[config.mk]
export PLATFORM = sky130hd
export DESIGN_NAME = core_mem_arbiter_flat
export DESIGN_NICKNAME = d
export VERILOG_FILES = /design/src/rtl/core_mem_arbiter_pkg.sv /design/src/rtl/core_mem_arbiter_if.sv /design/src/rtl/arb_rr_pick.sv /design/src/rtl/core_mem_arbiter.sv /design/src/flat_wrapper.sv
export SDC_FILE = /design/constraint.sdc
export NUM_CORES = 1
export LEC_CHECK = 0
export CAP_MARGIN = 40
export CORE_ASPECT_RATIO = 0.8
export CORE_MARGIN = 2
export CORE_UTILIZATION = 36
export DETAILED_ROUTE_END_ITERATION = 6
export PLACE_DENSITY = 0.83
export SKIP_LAST_GASP = 1
export SLEW_MARGIN = 10
export SYNTH_ARGS = -nofsm -noshare
export SYNTH_HDL_FRONTEND = slang
export SYNTH_HIERARCHICAL = 1
export SYNTH_SLANG_ARGS = --single-unit
export TNS_END_PERCENT = 50
[constraint.sdc]
create_clock -name i_clk -period 1.6 [get_ports i_clk]
set_input_delay 0.32 -clock i_clk [delete_from_list [all_inputs] [get_ports i_clk]]
set_output_delay 0.32 -clock i_clk [all_outputs]
set_load 0.02 [all_outputs]
[src/rtl/core_mem_arbiter_pkg.sv]
// rtl/core_mem_arbiter_pkg.sv - shared widths and types for the two-core data-memory arbiter
package core_mem_arbiter_pkg;

  localparam int RW            = 16;
  localparam int ADDR_BYTES    = 2;
  localparam int ARB_PORTS     = 2;
  localparam int ARB_TIMEOUT_W = 8;

  typedef struct packed {
    logic                  we;
    logic [RW-1:0]         addr;
    logic [RW-1:0]         data;
    logic [ADDR_BYTES-1:0] sel;
    logic                  long_mode;
    logic [7:0]            addr_high;
  } bus_cmd_t;

  function automatic logic onehot_to_idx(input logic [ARB_PORTS-1:0] v);
    return v[1] & ~v[0];
  endfunction

endpackage

[src/rtl/core_mem_arbiter_if.sv]
// rtl/core_mem_arbiter_if.sv - core-side request pins and system-bus master pins of the arbiter
interface core_mem_arbiter_if
  import core_mem_arbiter_pkg::*;
  ();

  logic [ARB_PORTS-1:0]            i_req;
  logic [ARB_PORTS-1:0]            i_we;
  logic [ARB_PORTS*RW-1:0]         i_addr;
  logic [ARB_PORTS*RW-1:0]         i_data;
  logic [ARB_PORTS*ADDR_BYTES-1:0] i_sel;
  logic [ARB_PORTS-1:0]            i_long;
  logic [ARB_PORTS*8-1:0]          i_addr_high;
  logic [ARB_PORTS-1:0]            o_ack;
  logic [RW-1:0]                   o_data;
  logic [ARB_PORTS-1:0]            o_exception;
  logic [ARB_PORTS-1:0]            o_grant;

  logic                            o_bus_req;
  logic                            o_bus_we;
  logic [RW-1:0]                   o_bus_addr;
  logic [RW-1:0]                   o_bus_data;
  logic [ADDR_BYTES-1:0]           o_bus_sel;
  logic                            o_bus_long;
  logic [7:0]                      o_bus_addr_high;
  logic [RW-1:0]                   i_bus_data;
  logic                            i_bus_ack;
  logic                            i_bus_exception;

  modport master (
    input  i_req, i_we, i_addr, i_data, i_sel, i_long, i_addr_high,
    input  i_bus_data, i_bus_ack, i_bus_exception,
    output o_ack, o_data, o_exception, o_grant,
    output o_bus_req, o_bus_we, o_bus_addr, o_bus_data, o_bus_sel, o_bus_long, o_bus_addr_high
  );

  modport slave (
    output i_req, i_we, i_addr, i_data, i_sel, i_long, i_addr_high,
    output i_bus_data, i_bus_ack, i_bus_exception,
    input  o_ack, o_data, o_exception, o_grant,
    input  o_bus_req, o_bus_we, o_bus_addr, o_bus_data, o_bus_sel, o_bus_long, o_bus_addr_high
  );

endinterface

[src/rtl/arb_rr_pick.sv]
// rtl/arb_rr_pick.sv - two-way round-robin pick; a tie goes to the core that did not win last
module arb_rr_pick
  import core_mem_arbiter_pkg::*;
(
  input  logic [ARB_PORTS-1:0] req,
  input  logic                 last_grant,
  output logic [ARB_PORTS-1:0] grant
);

  always_comb begin
    grant = '0;
    case (req)
      2'b01:   grant = 2'b01;
      2'b10:   grant = 2'b10;
      2'b11:   grant = last_grant ? 2'b01 : 2'b10;
      default: grant = '0;
    endcase
  end

endmodule

[src/rtl/core_mem_arbiter.sv]
// rtl/core_mem_arbiter.sv - round-robin arbiter sharing one data-memory bus between two cores
// Optional bus watchdog enabled by defining CORE_MEM_ARB_TIMEOUT_EN.
module core_mem_arbiter
  import core_mem_arbiter_pkg::*;
#(
  parameter int TIMEOUT_CYCLES = (1 << ARB_TIMEOUT_W) - 1,
  parameter int FIRST_PRIO     = 0
) (
  input logic                i_clk,
  input logic                i_rst,
  core_mem_arbiter_if.master arb
);

  localparam logic [0:0] ST_IDLE = 1'b0;
  localparam logic [0:0] ST_BUSY = 1'b1;

  logic [0:0]           state;
  logic [ARB_PORTS-1:0] grant_q;
  logic [ARB_PORTS-1:0] pick;
  logic                 pick_idx;
  logic                 owner;
  logic                 last_grant;
  logic                 bus_req;
  logic                 busy;
  logic                 bus_done;
  logic                 timeout_hit;
  bus_cmd_t             cmd_q;
  bus_cmd_t             cmd_next;

  arb_rr_pick u_pick (
    .req        (arb.i_req),
    .last_grant (last_grant),
    .grant      (pick)
  );

  assign pick_idx = onehot_to_idx(pick);
  assign owner    = onehot_to_idx(grant_q);
  assign busy     = (state == ST_BUSY);
  assign bus_done = busy && (arb.i_bus_ack || arb.i_bus_exception);

  always_comb begin
    cmd_next.we        = arb.i_we[pick_idx];
    cmd_next.addr      = arb.i_addr[pick_idx*RW +: RW];
    cmd_next.data      = arb.i_data[pick_idx*RW +: RW];
    cmd_next.sel       = arb.i_sel[pick_idx*ADDR_BYTES +: ADDR_BYTES];
    cmd_next.long_mode = arb.i_long[pick_idx];
    cmd_next.addr_high = arb.i_addr_high[pick_idx*8 +: 8];
  end

`ifdef CORE_MEM_ARB_TIMEOUT_EN
  localparam int TO_W = $clog2(TIMEOUT_CYCLES + 1);
  logic [TO_W-1:0] to_cnt;

  // Counter holds the number of silent BUSY cycles already elapsed, so the
  // current cycle is the last allowed one when it equals TIMEOUT_CYCLES-1.
  assign timeout_hit = busy && !bus_done && (to_cnt == TO_W'(TIMEOUT_CYCLES - 1));

  always_ff @(posedge i_clk) begin
    if (i_rst || !busy) begin
      to_cnt <= '0;
    end else if (!bus_done) begin
      to_cnt <= to_cnt + TO_W'(1);
    end
  end
`else
  logic unused_timeout_cfg;
  assign unused_timeout_cfg = ^TIMEOUT_CYCLES;
  assign timeout_hit        = 1'b0;
`endif

  always_ff @(posedge i_clk) begin
    if (i_rst) begin
      state      <= ST_IDLE;
      grant_q    <= '0;
      bus_req    <= 1'b0;
      cmd_q      <= '0;
      last_grant <= (FIRST_PRIO == 0) ? 1'b1 : 1'b0;
    end else begin
      case (state)
        ST_IDLE: begin
          if (|arb.i_req) begin
            cmd_q   <= cmd_next;
            grant_q <= pick;
            bus_req <= 1'b1;
            state   <= ST_BUSY;
          end
        end
        ST_BUSY: begin
          if (bus_done || timeout_hit) begin
            bus_req    <= 1'b0;
            grant_q    <= '0;
            last_grant <= owner;
            state      <= ST_IDLE;
          end
        end
        default: state <= ST_IDLE;
      endcase
    end
  end

  // Responses are steered to the owner only; a cycle with reset asserted never answers.
  always_comb begin
    arb.o_ack       = '0;
    arb.o_exception = '0;
    if (busy && !i_rst) begin
      arb.o_ack       = grant_q & {ARB_PORTS{arb.i_bus_ack}};
      arb.o_exception = grant_q & {ARB_PORTS{arb.i_bus_exception || timeout_hit}};
    end
  end

  assign arb.o_data          = arb.i_bus_data;
  assign arb.o_grant         = grant_q;
  assign arb.o_bus_req       = bus_req;
  assign arb.o_bus_we        = cmd_q.we;
  assign arb.o_bus_addr      = cmd_q.addr;
  assign arb.o_bus_data      = cmd_q.data;
  assign arb.o_bus_sel       = cmd_q.sel;
  assign arb.o_bus_long      = cmd_q.long_mode;
  assign arb.o_bus_addr_high = cmd_q.addr_high;

endmodule

[src/flat_wrapper.sv]
// flat-port wrapper written by rule: the top's interface ports become plain ports
module core_mem_arbiter_flat import core_mem_arbiter_pkg::*;
#(
  parameter int TIMEOUT_CYCLES = (1 << ARB_TIMEOUT_W) - 1,
  parameter int FIRST_PRIO     = 0
)
  (i_clk, i_rst, arb_i_req, arb_i_we, arb_i_addr, arb_i_data, arb_i_sel, arb_i_long, arb_i_addr_high, arb_i_bus_data, arb_i_bus_ack, arb_i_bus_exception, arb_o_ack, arb_o_data, arb_o_exception, arb_o_grant, arb_o_bus_req, arb_o_bus_we, arb_o_bus_addr, arb_o_bus_data, arb_o_bus_sel, arb_o_bus_long, arb_o_bus_addr_high);
  core_mem_arbiter_if arb_i ();
  input logic i_clk;
  input logic i_rst;
  input wire logic [$bits(arb_i.i_req)-1:0] arb_i_req;
  input wire logic [$bits(arb_i.i_we)-1:0] arb_i_we;
  input wire logic [$bits(arb_i.i_addr)-1:0] arb_i_addr;
  input wire logic [$bits(arb_i.i_data)-1:0] arb_i_data;
  input wire logic [$bits(arb_i.i_sel)-1:0] arb_i_sel;
  input wire logic [$bits(arb_i.i_long)-1:0] arb_i_long;
  input wire logic [$bits(arb_i.i_addr_high)-1:0] arb_i_addr_high;
  input wire logic [$bits(arb_i.i_bus_data)-1:0] arb_i_bus_data;
  input wire logic [$bits(arb_i.i_bus_ack)-1:0] arb_i_bus_ack;
  input wire logic [$bits(arb_i.i_bus_exception)-1:0] arb_i_bus_exception;
  output wire logic [$bits(arb_i.o_ack)-1:0] arb_o_ack;
  output wire logic [$bits(arb_i.o_data)-1:0] arb_o_data;
  output wire logic [$bits(arb_i.o_exception)-1:0] arb_o_exception;
  output wire logic [$bits(arb_i.o_grant)-1:0] arb_o_grant;
  output wire logic [$bits(arb_i.o_bus_req)-1:0] arb_o_bus_req;
  output wire logic [$bits(arb_i.o_bus_we)-1:0] arb_o_bus_we;
  output wire logic [$bits(arb_i.o_bus_addr)-1:0] arb_o_bus_addr;
  output wire logic [$bits(arb_i.o_bus_data)-1:0] arb_o_bus_data;
  output wire logic [$bits(arb_i.o_bus_sel)-1:0] arb_o_bus_sel;
  output wire logic [$bits(arb_i.o_bus_long)-1:0] arb_o_bus_long;
  output wire logic [$bits(arb_i.o_bus_addr_high)-1:0] arb_o_bus_addr_high;
  assign arb_i.i_req = arb_i_req;
  assign arb_i.i_we = arb_i_we;
  assign arb_i.i_addr = arb_i_addr;
  assign arb_i.i_data = arb_i_data;
  assign arb_i.i_sel = arb_i_sel;
  assign arb_i.i_long = arb_i_long;
  assign arb_i.i_addr_high = arb_i_addr_high;
  assign arb_i.i_bus_data = arb_i_bus_data;
  assign arb_i.i_bus_ack = arb_i_bus_ack;
  assign arb_i.i_bus_exception = arb_i_bus_exception;
  assign arb_o_ack = arb_i.o_ack;
  assign arb_o_data = arb_i.o_data;
  assign arb_o_exception = arb_i.o_exception;
  assign arb_o_grant = arb_i.o_grant;
  assign arb_o_bus_req = arb_i.o_bus_req;
  assign arb_o_bus_we = arb_i.o_bus_we;
  assign arb_o_bus_addr = arb_i.o_bus_addr;
  assign arb_o_bus_data = arb_i.o_bus_data;
  assign arb_o_bus_sel = arb_i.o_bus_sel;
  assign arb_o_bus_long = arb_i.o_bus_long;
  assign arb_o_bus_addr_high = arb_i.o_bus_addr_high;
  core_mem_arbiter #(.TIMEOUT_CYCLES(TIMEOUT_CYCLES), .FIRST_PRIO(FIRST_PRIO)) u_core (.i_clk(i_clk), .i_rst(i_rst), .arb(arb_i));
endmodule
# Word level (Yosys, flattened, before mapping)
# Cells that the tools add are included.
# totals
word_cells,52
reg_bits,49
out_inout_bits,67
# classes
n_shift,4
magnitude_cmp,1
reduce_logical,8
mux,17
bitwise,7
n_eq_ne,5
# ops
operator,count
variable part select 32 x 6 -> 16 bit,2
variable part select 16 x 5 -> 8 bit,1
two-way mux 2 bit,5
two-way mux 1 bit,8
one-hot mux 2 bit (3 select lines),1
AND reduction 2 bit,3
AND 2 bit,2
"== test 2 bit, second input constant",2
one-hot mux 1 bit (2 select lines),2
one-hot mux 2 bit (2 select lines),1
variable part select 4 x 3 -> 2 bit,1
NOT 1 bit,3
AND 1 bit,2
"== test 2 x 1 -> 1 bit, second input constant",1
logical AND 1 bit,2
"< comparator 1 x 2 -> 1 bit, second input constant",1
"inequality test 2 x 1 -> 1 bit, second input constant",1
"inequality test 2 bit, second input constant",1
OR reduction 2 bit,1
zero test 1 bit,1
logical OR 1 bit,1

# Longest topological paths before layout
# Gate-level depths: netlist of the first run.
# depth
depth_word,6
mapped_depth,7
ltp_nobuf,5

# Modules after synthesis
# Netlist of the first run, hierarchy kept.
# by_module_without_submodules
mod,instances,cells_each,area_per_inst_um2,seq_area_each_um2
core_mem_arbiter,1,285,2685.1,980.9
arb_rr_pick,1,3,18.8,0.0

# Worst setup path after synthesis of the first run
# OpenSTA, ideal clock, no wires.
# synth_timing
path_type,in2reg
start,in arb_i_req[1]
end,reg u_core.cmd_q (netlist bit u_core/arb.o_bus_addr[0])
setup_slack_ns,0.260
n_path_buf,2
setup_ns,0.081
arrival_ns,1.259
cell_stages,6
path_cell_list,a21boi_0 nor2b_1 buf_4 buf_6 a21oi_2 a211oi_2
# synth_between
elab_chain_cells,5
elab_cells_between_ends,9
cone_classes,eq/ne: 3; shift: 1; mux: 1; bitwise: 2; reduce/logical: 2
# synth_rtl
item,line_no,source
from (decl),flat_wrapper.sv:11,input wire logic [$bits(arb_i.i_req)-1:0] arb_i_req;
== test 2 bit / == test 2 x 1 -> 1 bit (equally long branches),arb_rr_pick.sv:12,case (req)
one-hot mux 2 bit (3 select lines),arb_rr_pick.sv:12,
NOT 1 bit,core_mem_arbiter_pkg.sv:19,return v[1] & ~v[0];
AND 1 bit,core_mem_arbiter_pkg.sv:19,
variable part select 32 x 6 -> 16 bit,core_mem_arbiter.sv:43,cmd_next.addr = arb.i_addr[pick_idx*RW +: RW];
to (signal assigned),core_mem_arbiter.sv:82,cmd_q <= cmd_next;
to (decl),core_mem_arbiter.sv:27,bus_cmd_t cmd_q;
# Several ways; a longest one is shown, not always the timed one.
# A chain may end at the register's enable or synchronous reset.

# Final worst setup path of the first run
# layout_timing
start,reg u_core.cmd_q (netlist bit u_core/arb.o_bus_addr_high[5])
end,out arb_o_bus_addr_high[5]
# layout_lines
item,line_no,source
to (decl),flat_wrapper.sv:31,output wire logic [$bits(arb_i.o_bus_addr_high)-1:0] arb_o_bus_addr_high;
# No word-level cell between the ends.

==> summary.md, run 1 <==
| Metric | Value |
|---|---|
| Status | `completed` |
| Yosys top cell by area | `dfxtp_1` |
| Top cell type's share of synthesized area | `36.28%` |
| Initial antenna violation count | `0` |
| Placed instance count | `496` |
| Drt first pass iters | `4` |
| PortBufs | `144` |
| Placed cell area | `4139 um2` |
| Die height | `81.52 um` |
| DIE WIDTH | `100.9 um` |
| Setup TNS Final | `0 ns` |
| Half-perimeter wire length after placement | `5565 um` |
| Core area | `7322 um2` |
| Placement Rows | `28` |
| Worst-Skew Late Latency | `0.30 ns` |
| Largest net degree at the start of global routing | `49` |
| Slew Viols, Final | `0` |
| Total Routing Usage GR | `19.99%` |
| Final period utilization | `99.36%` |
| Die area | `8224 um2` |
| Ys flop type | `dfxtp_1` |
| CP max-delay cell | `clkdlybuf4s50_1` |
| Leak | `2.035 nW` |
| Clock tree buffer depth | `2` |
| Max-slew headroom | `48.43%` |
| Max FO, Critical Path | `2` |
| CTS tree | `built` |
| Starting Density | `36.93%` |
| Worst hold path type | `flop to flop` |
| TritonCTS Sinks | `49` |
| Via count | `2546` |
| Routed WL | `8098 um` |
| Most common cell in the netlist | `dfxtp_1` |
| # DRC | `0` |
| Crit-path max cell delay | `0.62 ns` |
| GR Util met1 | `24.80%` |
| Final Wtd Congestion | `0.7896` |
| Final non-filler cell area | `4373 um2` |
| Final Critical Period | `1.590 ns` |
| Clk_skew | `0.003647 ns` |
| Final setup fails | `0` |
| Final Hold Vio Count | `0` |
| Iteration-0 DRC Markers | `87` |
| #FFs+latches synth | `49` |
| Mapped Cells | `288` |
| Number of synthesized flops with an enable pin | `0` |
| Largest cells by area after synthesis | `dfxtp_1 36%, a211oi_2 18%, a21oi_2 10%` |
| Wire length per cell | `15.94 um` |
| Root Driver | `clkbuf_8` |
| Io pins | `177` |
| Reg clk slew, reported paths | `0.09 ns` |
| Worst Tran Pin Value | `0.7735 ns` |
| Worst setup path category | `flop to output pin` |
| Syn_area_per_cell | `9.388 um2` |
| CP Data Required Time | `1.28 ns` |
| GR Util met3 | `5.532%` |
| Top Family by Delay on Critical Path | `buffers and inverters` |
| Vias per cell | `5.012` |
| Mapped Area | `2704 um2` |
| First-pass GRT wire length | `12960 um` |
| Synth Warn # | `6` |
| Post-Syn Nets | `398` |
| Register area share after synthesis | `36.28%` |
| RSZ-0062 raised after global routing | `true` |
| Post-synth ARST share | `0%` |
| Number of unique standard cell types used by synthesis | `28` |
| Crit path DAT | `1.27 ns` |
| Finished Layout Cells | `508` |
| Pwr Density | `810.2 nW/um2` |
| CP endpoint kind | `output pin` |
| GR peak layer | `met2` |
| Fmax | `0.6290 GHz` |
| CTS buffer count | `5` |
| Routed Antenna Nets | `0` |
| GRT overflow | `0` |
| Buf+Inv Stages, Crit Path | `1` |
| Layout cells sized above 1 | `28.71%` |
| Ant. Diodes | `0` |
| CTS H-tree depth | `2` |
| Number of global-route vias before repair | `2633` |
| M2 GR Usage | `34.67%` |
| Critical-path cell list | `clkdlybuf4s50_1` |
| Type of origin of the critical path | `flop` |
| Area delta synth->final | `61.73%` |
| Nets | `527` |
| Max-cap viol count | `0` |
| Worst vdd ir | `0.0005929 V` |
| Top post-synthesis cells by count | `49 x dfxtp_1, 45 x nand2_1, 39 x a211oi_2` |
-- sequential cells by signal, indices dropped and copies added, names as in the netlist --
register / flops
u_core/arb.o_bus_addr: 16
u_core/arb.o_bus_data: 16
u_core/arb.o_bus_addr_high: 8
u_core/arb.o_bus_sel: 2
u_core/arb.o_grant: 2
u_core/arb.o_bus_long: 1
u_core/arb.o_bus_req: 1
u_core/arb.o_bus_we: 1
u_core/busy: 1
u_core/last_grant: 1
-- per-layer routing --
metal  vias up  wire (um)
met1      1210       3578
met3         7        593
met4         0         56
met2        90       3870
met5         -          0
li1       1239          -
-- timing repair --
action                                  in CTS  in global routing
buffers inserted                             2                  0
hold buffers                                 0                  0
endpoints found under the setup margin      67                 61
endpoints found under the hold margin        0                  0
resized for setup                           18                 31
cloned                                       2                  0
-- power breakdown --
part | total (mW) | leakage [nW] | switching (mW) | internal [mW]
logic | 1.32 | 1.57 | 0.629 | 0.687
clock network | 0.809 | 0.0542 | 0.417 | 0.392
registers | 1.42 | 0.407 | 0.0718 | 1.35
-- cell usage in the layout, fill, tap and decap left out, types with 2 or more instances in the layout --
cell / count
clkdlybuf4s50_1: 110
dfxtp_1: 49
nand2_1: 45
a211oi_2: 39
nor2_1: 36
a21oi_2: 31
dlymetal6s2s_1: 25
a21oi_1: 12
buf_4: 9
nor2_2: 8
buf_12: 8
clkbuf_8: 7
dlygate4sd2_1: 4
buf_2: 4
and3_1: 4
a211oi_1: 4
nor3b_1: 3
bufbuf_16: 2
nor2b_4: 2
a31o_2: 2
a21boi_2: 2
-- cell families after synthesis --
logic type | share of synthesized area, %
AND/OR/NAND/NOR | 15.78
AO/OA/AOI/OAI | 35.08
flip-flops | 36.28
buffers and inverters | 12.86
-- final timing paths --
check,slack [ns],end,cells after the start,start
setup / recovery,0.01,arb_o_bus_addr_high[5],1,u_core/arb.o_bus_addr_high[5]
hold / removal,0.48,u_core/arb.o_bus_req,1,u_core/arb.o_bus_req
setup reg to reg,0.08,u_core/arb.o_bus_addr[6],7,u_core/last_grant
hold reg to reg,0.48,u_core/arb.o_bus_req,1,u_core/arb.o_bus_req
-- per-stage QoR --
step	setup slack [ns]	util, %	hold slack [ns]	power [mW]
floorplan	0.2604	-	0.4379	2.204
global route	-0.03520	59.72	0.4999	3.755
CTS	-0.05712	59.11	0.4770	3.603
detailed placement	-0.4757	56.53	0.4609	2.747
global placement	-0.3616	56.53	0.4494	2.717
finish	0.01019	59.72	0.4766	3.543
-- final cells by class --
type                    count  area (um2)
clock buffers               7       96.34
clock inverters             1       5.005
fillers                   626        2949
inverters                   1       3.754
multi-input cells         197        1408
flip-flops and latches     49       980.9
well taps                  90       112.6
repair buffers            163        1767
No activity file was read; power rests on OpenSTA's default activity.
==> run 2: changes to the inputs <==
--- a/config.mk
+++ b/config.mk
@@ -5,12 +5,13 @@
 export SDC_FILE = /design/constraint.sdc
 export NUM_CORES = 1
 export LEC_CHECK = 0
-export CAP_MARGIN = 40
+export CAP_MARGIN = 20
 export CORE_ASPECT_RATIO = 0.8
 export CORE_MARGIN = 2
-export CORE_UTILIZATION = 36
+export CORE_UTILIZATION = 33
 export DETAILED_ROUTE_END_ITERATION = 6
-export PLACE_DENSITY = 0.83
+export GPL_TIMING_DRIVEN = 0
+export PLACE_DENSITY = 0.8
 export SKIP_LAST_GASP = 1
 export SLEW_MARGIN = 10
 export SYNTH_ARGS = -nofsm -noshare
==> constraint.sdc (replaced) <==
create_clock -name i_clk -period 1.28 [get_ports i_clk]
set_input_delay 0.256 -clock i_clk [delete_from_list [all_inputs] [get_ports i_clk]]
set_output_delay 0.256 -clock i_clk [all_outputs]
set_load 0.02 [all_outputs]
==> run 2 against run 1 <==
Effect of this change: the run now ends with negative setup slack left; utilization increased by 8.9 points; largest cell class unchanged; clock skew increased by 0.0028 ns; combinational power increased by 61%; critical path type is now flop to flop; clock power increased by 45%.
==> summary.md, run 2 (synthesized netlist as in run 1, its figures left out) <==
| Metric | Value |
|---|---|
| Status | `complete, but fails checks` |
| Failing checks | `negative setup slack` |
| Placement Rows | `29` |
| GR Util met3 | `6.989%` |
| Total Routing Usage GR | `21.99%` |
| CTS buffer count | `5` |
| Worst Hold Slack | `0.4073 ns` |
| Worst Tran Pin Value | `0.7116 ns` |
| M2 GR Usage | `38.48%` |
| Leak | `2.707 nW` |
| Starting Density | `34.03%` |
| Area delta synth->final | `101.6%` |
| Crit path DAT | `1.73 ns` |
| Die area | `8938 um2` |
| Final setup fails | `51` |
| Final period utilization | `117.2%` |
| PortBufs | `160` |
| Fill count | `618` |
| GRT overflow | `0` |
| Type of origin of the critical path | `flop` |
| Hold_buf cts | `0` |
| GR peak layer | `met2` |
| Worst hold path type | `input pin to flop` |
| GR Util met1 | `26.02%` |
| Final Wtd Congestion | `0.7529` |
| CP Data Required Time | `1.51 ns` |
| Core area | `7946 um2` |
| FF-to-FF setup slack | `-0.22 ns` |
| Iteration-0 DRC Markers | `48` |
| Max-slew headroom | `52.56%` |
| CP endpoint kind | `flop` |
| RSZ-0062 raised after global routing | `true` |
| Max FO, Critical Path | `7` |
| Max-cap viol count | `0` |
| Vias per cell | `4.873` |
| Number of global-route vias before repair | `3139` |
| Routed WL | `9821 um` |
| Worst vdd ir | `0.0005339 V` |
| Final Hold Vio Count | `0` |
| Drt first pass iters | `4` |
| Final Critical Period | `1.500 ns` |
| Via count | `2880` |
| Die height | `84.96 um` |
| First-pass GRT wire length | `15820 um` |
| Fin worst setup slack | `-0.2204 ns` |
| Placed cell area | `4441 um2` |
| Post-place setup slack | `-0.8065 ns` |
| Pwr Density | `929.2 nW/um2` |
| WHS Path Cells | `2` |
| Nets | `592` |
| Clock tree buffer depth | `2` |
| Ant. Diodes | `0` |
| Reg2Reg Depth | `8` |
| DIE WIDTH | `105.2 um` |
| Reg clk slew, reported paths | `0.09 ns` |
| Final non-filler cell area | `5450 um2` |
| Fmax | `0.6665 GHz` |
| Largest net degree at the start of global routing | `15` |
| Commonest non-fill, non-tap cell in the layout | `clkdlybuf4s50_1` |
| # DRC | `0` |
| CTS H-tree depth | `2` |
| Wire length per cell | `16.62 um` |
| Routed Antenna Nets | `0` |
| Slew Viols, Final | `0` |
| Io pins | `177` |
| Clk_skew | `0.006416 ns` |
| Power Total | `5.064 mW` |
| Initial antenna violation count | `0` |
| Layout cells sized above 1 | `41.20%` |
| CTS tree | `built` |
| Root Driver | `clkbuf_8` |
| Worst setup path category | `flop to flop` |
| Worst-Skew Late Latency | `0.30 ns` |
| TritonCTS Sinks | `49` |
| Half-perimeter wire length after placement | `6396 um` |
| Most frequent cells in the layout | `107 x clkdlybuf4s50_1, 47 x dfxtp_1, 41 x dlymetal6s2s_1` |
==> run 2: changes by cell type in the layout (fill, tap and decap cells not counted), sizes merged <==
cell           delta
clkinv            -1
bufinv            +1
clkbuf            -1
clkdlybuf4s50     -3
buf              +51
bufbuf            -2
clkdlybuf4s15     +4
dlymetal6s2s     +16
==> run 2: repair_timing <==
| action | CTS | global route |
|---|---|---|
| setup endpoints to repair | 97 | 98 |
| gates resized for setup | 132 | 52 |
| gates cloned | 12 | 0 |
| buffers inserted | 16 | 4 |
| pin swaps | 37 | 11 |
==> run 2: final timing paths <==
| path | from | to |
|---|---|---|
| min reg2reg | u_core/arb.o_bus_req | u_core/arb.o_bus_req |
| min | arb_i_req[1] | u_core/busy |
| max | u_core/last_grant | u_core/arb.o_bus_addr[8] |
| max reg2reg | u_core/last_grant | u_core/arb.o_bus_addr[8] |
==> run 2: through the flow <==
| step | utilization [%] | setup TNS, ns | std cells |
|---|---|---|---|
| 4_1_cts | 67.47 | -15.64 | 592 |
| 3_5_place_dp | 55.88 | -36.94 | 556 |
| 5_1_grt | 68.59 | -10.96 | 591 |
| 6_report | 68.59 | -7.181 | 591 |
| 3_3_place_gp | 55.88 | -34.23 | 556 |
| 2_1_floorplan | - | 0 | 288 |
==> run 2: cell type report <==
| class | count | area [um2] | share of cell area, % |
|---|---|---|---|
| inverter | 1 | 6.256 | 0.1148 |
| multi-input combinational | 197 | 1630 | 29.91 |
| sequential | 49 | 985.9 | 18.09 |
| buffer | 40 | 431.7 | 7.920 |
| tap | 108 | 135.1 | 2.479 |
| clock buffer | 7 | 86.33 | 1.584 |
| timing repair buffer | 188 | 2145 | 39.35 |
| clock inverter | 1 | 30.03 | 0.5510 |
==> run 2: power by group <==
group / internal [mW] / switching, mW
Combinational: 1.14 / 0.979
Clock: 0.638 / 0.535
Sequential: 1.68 / 0.0902
Total: 3.46 / 1.60
==> run 2: critical path, stage by stage (launching register included) <==
cell,delay [ns]
dfxtp_4,0.39
inv_4,0.04
a21boi_4,0.19
nand2b_4,0.18
buf_12,0.15
buf_12,0.12
buf_8,0.10
nand2_1,0.07
a211oi_2,0.18
==> run 2: per-layer routing <==
metal  wire [um]  vias to the layer above
met3         763                       13
met2        4837                      121
met5           0                        -
li1            -                     1379
met4         144                        0
met1        4076                     1367
